===== config.mk =====
export PLATFORM = sky130hd
export DESIGN_NAME = riscv_checkpoint_monitor
export DESIGN_NICKNAME = d
export VERILOG_FILES = /design/src/rtl/riscv_checkpoint_monitor.sv
export SDC_FILE = /design/constraint.sdc
export NUM_CORES = 2
export LEC_CHECK = 0
export ABC_AREA = 0
export ABC_CLOCK_PERIOD_IN_PS = 7500
export BUFFER_PORTS_ARGS = -buffer_cell sky130_fd_sc_hd__buf_2
export CAP_MARGIN = 30
export CELL_PAD_IN_SITES_DETAIL_PLACEMENT = 1
export CELL_PAD_IN_SITES_GLOBAL_PLACEMENT = 1
export CORE_ASPECT_RATIO = 0.8
export CORE_MARGIN = 1.5
export CORE_UTILIZATION = 50
export CTS_CLUSTER_SIZE = 24
export DETAILED_ROUTE_END_ITERATION = 6
export HOLD_SLACK_MARGIN = 0.1
export PLACE_DENSITY = 0.86
export SLEW_MARGIN = 40
export SYNTH_ARGS = -nofsm -noshare
export SYNTH_HDL_FRONTEND = slang
export SYNTH_SLANG_ARGS = --single-unit

===== constraint.sdc =====
create_clock -name CLK -period 7.5 [get_ports CLK]
set_input_delay 0.75 -clock CLK [delete_from_list [all_inputs] [get_ports CLK]]
set_output_delay 0.75 -clock CLK [all_outputs]
set_load 0.01 [all_outputs]

===== src/rtl/riscv_checkpoint_monitor.sv =====
// Self-check stage behind RISCV_TOP: walks an ordered table of (instruction count,
// expected output) checkpoints while the core runs and reports pass/fail and cycle count.
module riscv_checkpoint_monitor #(
    parameter int          NUM_TEST = 40,
    parameter int          IDW      = 6,
    parameter logic [31:0] TIMEOUT  = 32'd1000000
) (
    input  logic           CLK,
    input  logic           RST,
    input  logic           CFG_WE,
    input  logic [IDW-1:0] CFG_IDX,
    input  logic [31:0]    CFG_NUM_INST,
    input  logic [31:0]    CFG_ANS,
    input  logic [IDW-1:0] CFG_COUNT,
    input  logic           START,
    input  logic [31:0]    NUM_INST,
    input  logic [31:0]    OUTPUT_PORT,
    input  logic           HALT,
    output logic           BUSY,
    output logic           DONE,
    output logic           PASS,
    output logic [2:0]     FAIL_CODE,
    output logic [IDW-1:0] FAIL_IDX,
    output logic [31:0]    FAIL_GOT,
    output logic           CHK_PULSE,
    output logic [IDW-1:0] CHK_IDX,
    output logic [31:0]    CYCLE
);

    localparam logic [IDW-1:0] NT_I     = IDW'(NUM_TEST);
    localparam logic [IDW-1:0] ONE_I    = IDW'(1);
    localparam logic [31:0]    TMO_LAST = TIMEOUT - 32'd1;

    localparam logic [2:0] F_NONE       = 3'd0;
    localparam logic [2:0] F_MISMATCH   = 3'd1;
    localparam logic [2:0] F_MISSED     = 3'd2;
    localparam logic [2:0] F_INCOMPLETE = 3'd3;
    localparam logic [2:0] F_TIMEOUT    = 3'd4;

    typedef enum logic [1:0] {S_IDLE, S_RUN, S_DONE} state_t;

    state_t state, state_n;

    logic [31:0]    tbl_num [NUM_TEST];
    logic [31:0]    tbl_ans [NUM_TEST];
    logic [IDW-1:0] ptr, cnt, cnt_start, ptr_n, idx_n;
    logic [2:0]     code_n;
    logic           in_range, hit, match, miss, finish;

    // Table is plain storage; it survives reset so a board can rerun without reloading.
    always_ff @(posedge CLK) begin
        if (CFG_WE && state != S_RUN && CFG_IDX < NT_I) begin
            tbl_num[CFG_IDX] <= CFG_NUM_INST;
            tbl_ans[CFG_IDX] <= CFG_ANS;
        end
    end

    always_comb begin
        cnt_start = (CFG_COUNT > NT_I) ? NT_I : CFG_COUNT;
    end

    // One RUN evaluation: checkpoint step first, then HALT on the advanced pointer, then timeout.
    always_comb begin
        in_range = ptr < cnt;
        hit      = in_range && (NUM_INST == tbl_num[ptr]);
        match    = hit && (OUTPUT_PORT == tbl_ans[ptr]);
        miss     = in_range && (NUM_INST > tbl_num[ptr]);
        ptr_n    = match ? ptr + ONE_I : ptr;
        code_n   = F_NONE;
        idx_n    = ptr_n;
        if (hit && !match) begin
            code_n = F_MISMATCH;
            idx_n  = ptr;
        end else if (miss) begin
            code_n = F_MISSED;
            idx_n  = ptr;
        end else if (HALT) begin
            code_n = (ptr_n == cnt) ? F_NONE : F_INCOMPLETE;
        end else if (CYCLE == TMO_LAST) begin
            code_n = F_TIMEOUT;
        end
        finish = (code_n != F_NONE) || HALT;
    end

    always_ff @(posedge CLK or posedge RST) begin
        if (RST) state <= S_IDLE;
        else     state <= state_n;
    end

    always_comb begin
        state_n = state;
        case (state)
            S_IDLE:  if (START)  state_n = S_RUN;
            S_RUN:   if (finish) state_n = S_DONE;
            S_DONE:  if (START)  state_n = S_RUN;
            default: state_n = S_IDLE;
        endcase
    end

    always_comb begin
        BUSY = (state == S_RUN);
        DONE = (state == S_DONE);
    end

    always_ff @(posedge CLK or posedge RST) begin
        if (RST) begin
            ptr       <= '0;
            cnt       <= '0;
            PASS      <= 1'b0;
            FAIL_CODE <= F_NONE;
            FAIL_IDX  <= '0;
            FAIL_GOT  <= '0;
            CHK_PULSE <= 1'b0;
            CHK_IDX   <= '0;
            CYCLE     <= '0;
        end else begin
            CHK_PULSE <= 1'b0;
            if (state == S_RUN) begin
                ptr <= ptr_n;
                if (match) begin
                    CHK_PULSE <= 1'b1;
                    CHK_IDX   <= ptr;
                end
                if (finish) begin
                    PASS      <= (code_n == F_NONE);
                    FAIL_CODE <= code_n;
                    if (code_n != F_NONE) begin
                        FAIL_IDX <= idx_n;
                        FAIL_GOT <= OUTPUT_PORT;
                    end
                end else begin
                    CYCLE <= CYCLE + 32'd1;
                end
            end else if (START) begin
                ptr       <= '0;
                cnt       <= cnt_start;
                PASS      <= 1'b0;
                FAIL_CODE <= F_NONE;
                FAIL_IDX  <= '0;
                FAIL_GOT  <= '0;
                CYCLE     <= '0;
            end
        end
    end

endmodule


==> flow_metrics.tcl <==
set metrics [dict create \
    run_status "finished, violations left" \
    failed_checks "design-rule violations" \
    fmax_mhz 135.1 \
    cp-start-kind "flip-flop" \
    p_sw_uw 7140 \
    synthMostInstantiatedCell "edfxtp_1" \
    power.density_nw_per_um2 265.1 \
    routed_wirelength_um 390900 \
    finalSetupViolations 0 \
    cts_tree "yes" \
    power.share.clock 0.451 \
    critPathLaunch "ptr[0]$_DFFE_PP0P_" \
    gp_congestion 0.8241 \
    crit_top_cell "buf_12" \
    clk_latency_ns 0.99 \
    endpoint "FAIL_GOT[4]$_DFFE_PP0P_" \
    hold_slack_ns 0.1298 \
    synthTopCellsByArea "edfxtp_1, mux4_2, dfrtp_1" \
    arrival_ns 8.28 \
    cap_violations 0 \
    clock-sinks 2655 \
    dp_slack_ns 0.2449 \
    place_area_sq_um 109700 \
    io_pins 228 \
    firstDrtPassIters 7 \
    crit_fanout 42 \
    seqPwrFrac 0.522 \
    drive_above_1_share 0.2915 \
    die_h_um 410.5 \
    vias 62910 \
    clkTransAtPathRegs_ns 0.07 \
    r2r-end "FAIL_GOT[4]$_DFFE_PP0P_" \
    syn_area_sq_um 103800 \
    synth_nets 5036 \
    synthArstFlopShare 0.03578 \
    fin_crit_ns 7.401 \
    synth_edf_count 2560 \
    fp.coreArea_sq_um 206200 \
    hold_violations 0 \
    crit_type "flip-flop to flip-flop" \
    rrSetupSlack_ns 0.1 \
    slew_viol_final 0 \
    syn_avg_cell_area_sq_um 21.39 \
    dieWidth_um 512.3 \
    layout.nets 5510 \
    cts_root_buffer "clkbuf_16" \
    r2r_start "ptr[0]$_DFFE_PP0P_" \
    p_int_uw 24360 \
    dpl.hpwl_um 177500 \
    setup_slack_ns 0.09900 \
    worstMarginPinSlew_ns 0.9379 \
    grt_pass1_wl_um 530700 \
    drc 26 \
    antenna_found_initial 46 \
    numCtsBuffers 280 \
    path_cells "buf_12 > buf_12 > mux4_2 > mux4_2 > mux2_2 > o21ai_0 > ha_1 > nand4_1 > nor2_1 > nand3_1 > nand2_1 > o21ai_0 > or4_1 > o21ai_4 > buf_12 > a22o_1" \
    ys_ff_latch 2655 \
    comb_power_share 0.027 \
    peakVddDrop_v 0.0002419 \
    syn-instance-count 4852 \
    netlist-cell-type-count 85 \
    period_share 0.9868 \
    wl_per_cell_um 47.29 \
    grtUsageTotal 0.3702 \
    cellLeakagePower_uw 0.03740 \
    synthDominantCellAreaShare 0.7409 \
    grt_max_degree 85 \
    fin_skew_ns 0.07024 \
    maxSlewHeadroom 0.3747 \
    synth_ff_type "edfxtp_1" \
    yosysWarnings 0 \
    hp-class "input pin to flip-flop" \
    synth_common_cells "edfxtp_1, mux4_2, nand2_1" \
    die_area_sq_um 210300 \
    end_kind "flip-flop" \
    ant_nets 0 \
    first_iter_violations 13000 \
    cp_data_required_time_ns 8.38 \
    rows 149 \
    vias_per_cell 7.610 \
    fin_area_sq_um 118800 \
    yosysTopAreaCell "edfxtp_1" \
    overflow 0 \
    area_growth_pct 14.54 \
    cpPeakStageDelay_ns 0.70 \
    portBuffers 227 \
    yosysSeqAreaShare 0.7638 \
    start_util 0.5032 \
    p_sw_frac 0.2267 \
    crit_slowest_cell "nor2_1" \
    rr_worst_depth 16 \
    grt_pass1_vias 62660 \
    cts_max_path_buffers 4 \
    h-tree-depth 5 \
]
[area by class of cell]
| class | count | area (sq um) |
|---|---|---|
| tap | 2718 | 3401 |
| inverter | 42 | 162.7 |
| fill | 17290 | 87340 |
| clock buffer | 336 | 7427 |
| antenna | 28 | 70.07 |
| multi-input combinational | 1903 | 23460 |
| sequential | 2655 | 79270 |
| clock inverter | 140 | 1240 |
| timing repair buffer | 444 | 3820 |
[layer usage]
metal | vias to the layer above | part of all wire | GRT usage
met4 | 40 | 0.084 | 0.2597
met1 | 31430 | 0.31 | 0.4562
met5 | - | 0.00074 | 0
met3 | 2073 | 0.16 | 0.1267
li1 | 21300 | - | -
met2 | 8067 | 0.44 | 0.5523
[worst max-delay path, delay by kind of cell (launching register included)]
kind,cells,cell delay [ns]
AO/OA/AOI/OAI,4,1.56
adder cells (fa/ha/maj),1,0.26
buffers and inverters,3,0.86
flip-flops,1,0.57
multiplexers,3,1.39
AND/OR/NAND/NOR,5,2.56
[registers in the layout (all words and copies together), names as in the netlist]
name / flops
tbl_ans: 1280
tbl_num: 1280
CYCLE: 32
FAIL_GOT: 32
CHK_IDX: 6
FAIL_IDX: 6
cnt: 6
ptr: 6
FAIL_CODE: 3
state: 2
CHK_PULSE: 1
PASS: 1
[through the flow]
step / power [uW] / TNS, ns / utilization / instances
after floorplan: 17010 / 0 / - / 4852
after global placement: 17430 / 0 / 0.5301 / 7710
after detailed placement: 17510 / 0 / 0.5321 / 7735
after CTS: 31010 / 0 / 0.5749 / 8227
after global routing: 31790 / -0.008483 / 0.5762 / 8251
final: 31500 / 0 / 0.5764 / 8266
[kinds of logic (layout without fill, tap and decap cells)]
kind of cell / after synthesis / count (layout) / share of synthesized area
AO/OA/AOI/OAI: 416 / 416 / 0.02874
XOR/XNOR: 37 / 37 / 0.003123
adder cells (fa/ha/maj): 39 / 39 / 0.004703
buffers and inverters: 294 / 962 / 0.01375
flip-flops: 2655 / 2655 / 0.7638
multiplexers: 897 / 897 / 0.1622
other: 0 / 28 / 0
AND/OR/NAND/NOR: 514 / 514 / 0.02368
[worst min path at each step]
stage                             from                      end  slack [ns]  cells past startpoint
2_1_floorplan       cnt[0]$_DFFE_PP0P_       cnt[0]$_DFFE_PP0P_        0.46                      2
3_3_place_gp      CYCLE[4]$_DFFE_PP0P_     CYCLE[4]$_DFFE_PP0P_        0.48                      1
3_5_place_dp   FAIL_GOT[2]$_DFFE_PP0P_  FAIL_GOT[2]$_DFFE_PP0P_        0.49                      1
4_1_cts                 OUTPUT_PORT[2]  FAIL_GOT[2]$_DFFE_PP0P_        0.11                      2
5_1_grt                 OUTPUT_PORT[2]  FAIL_GOT[2]$_DFFE_PP0P_        0.11                      2
6_report                OUTPUT_PORT[2]  FAIL_GOT[2]$_DFFE_PP0P_        0.13                      2
[what timing repair did]
action                                 CTS  global route
setup buffers                            0             2
resized for setup                        1             2
endpoints found under the hold margin   53             0
pin swaps                                0             1
hold buffers                            16             0
setup endpoints to repair               36            39
cloned                                   0             0
[cell usage in the layout (no fill, tap or decap), drive strengths merged, types with 39 or more instances in the layout]
| master | instances |
|---|---|
| nand2 | 189 |
| a22oi | 51 |
| edfxtp | 2560 |
| inv | 49 |
| clkinv | 98 |
| mux4 | 618 |
| a22o | 39 |
| buf | 426 |
| dfrtp | 95 |
| ha | 39 |
| a21oi | 51 |
| mux2i | 181 |
| mux2 | 98 |
| clkbuf | 338 |
| nor2 | 96 |
| nand3 | 77 |
| o21ai | 77 |
[power by group through the flow]
stage / clock, uW / combinational [uW] / sequential [uW]
finish: 14200 / 852 / 16500
floorplan: 0 / 252 / 16800
global route: 14500 / 870 / 16500
global placement: 0 / 688 / 16700
detailed placement: 0 / 756 / 16800
CTS: 13800 / 796 / 16400
Note: power is estimated with default switching activity, not from simulation.
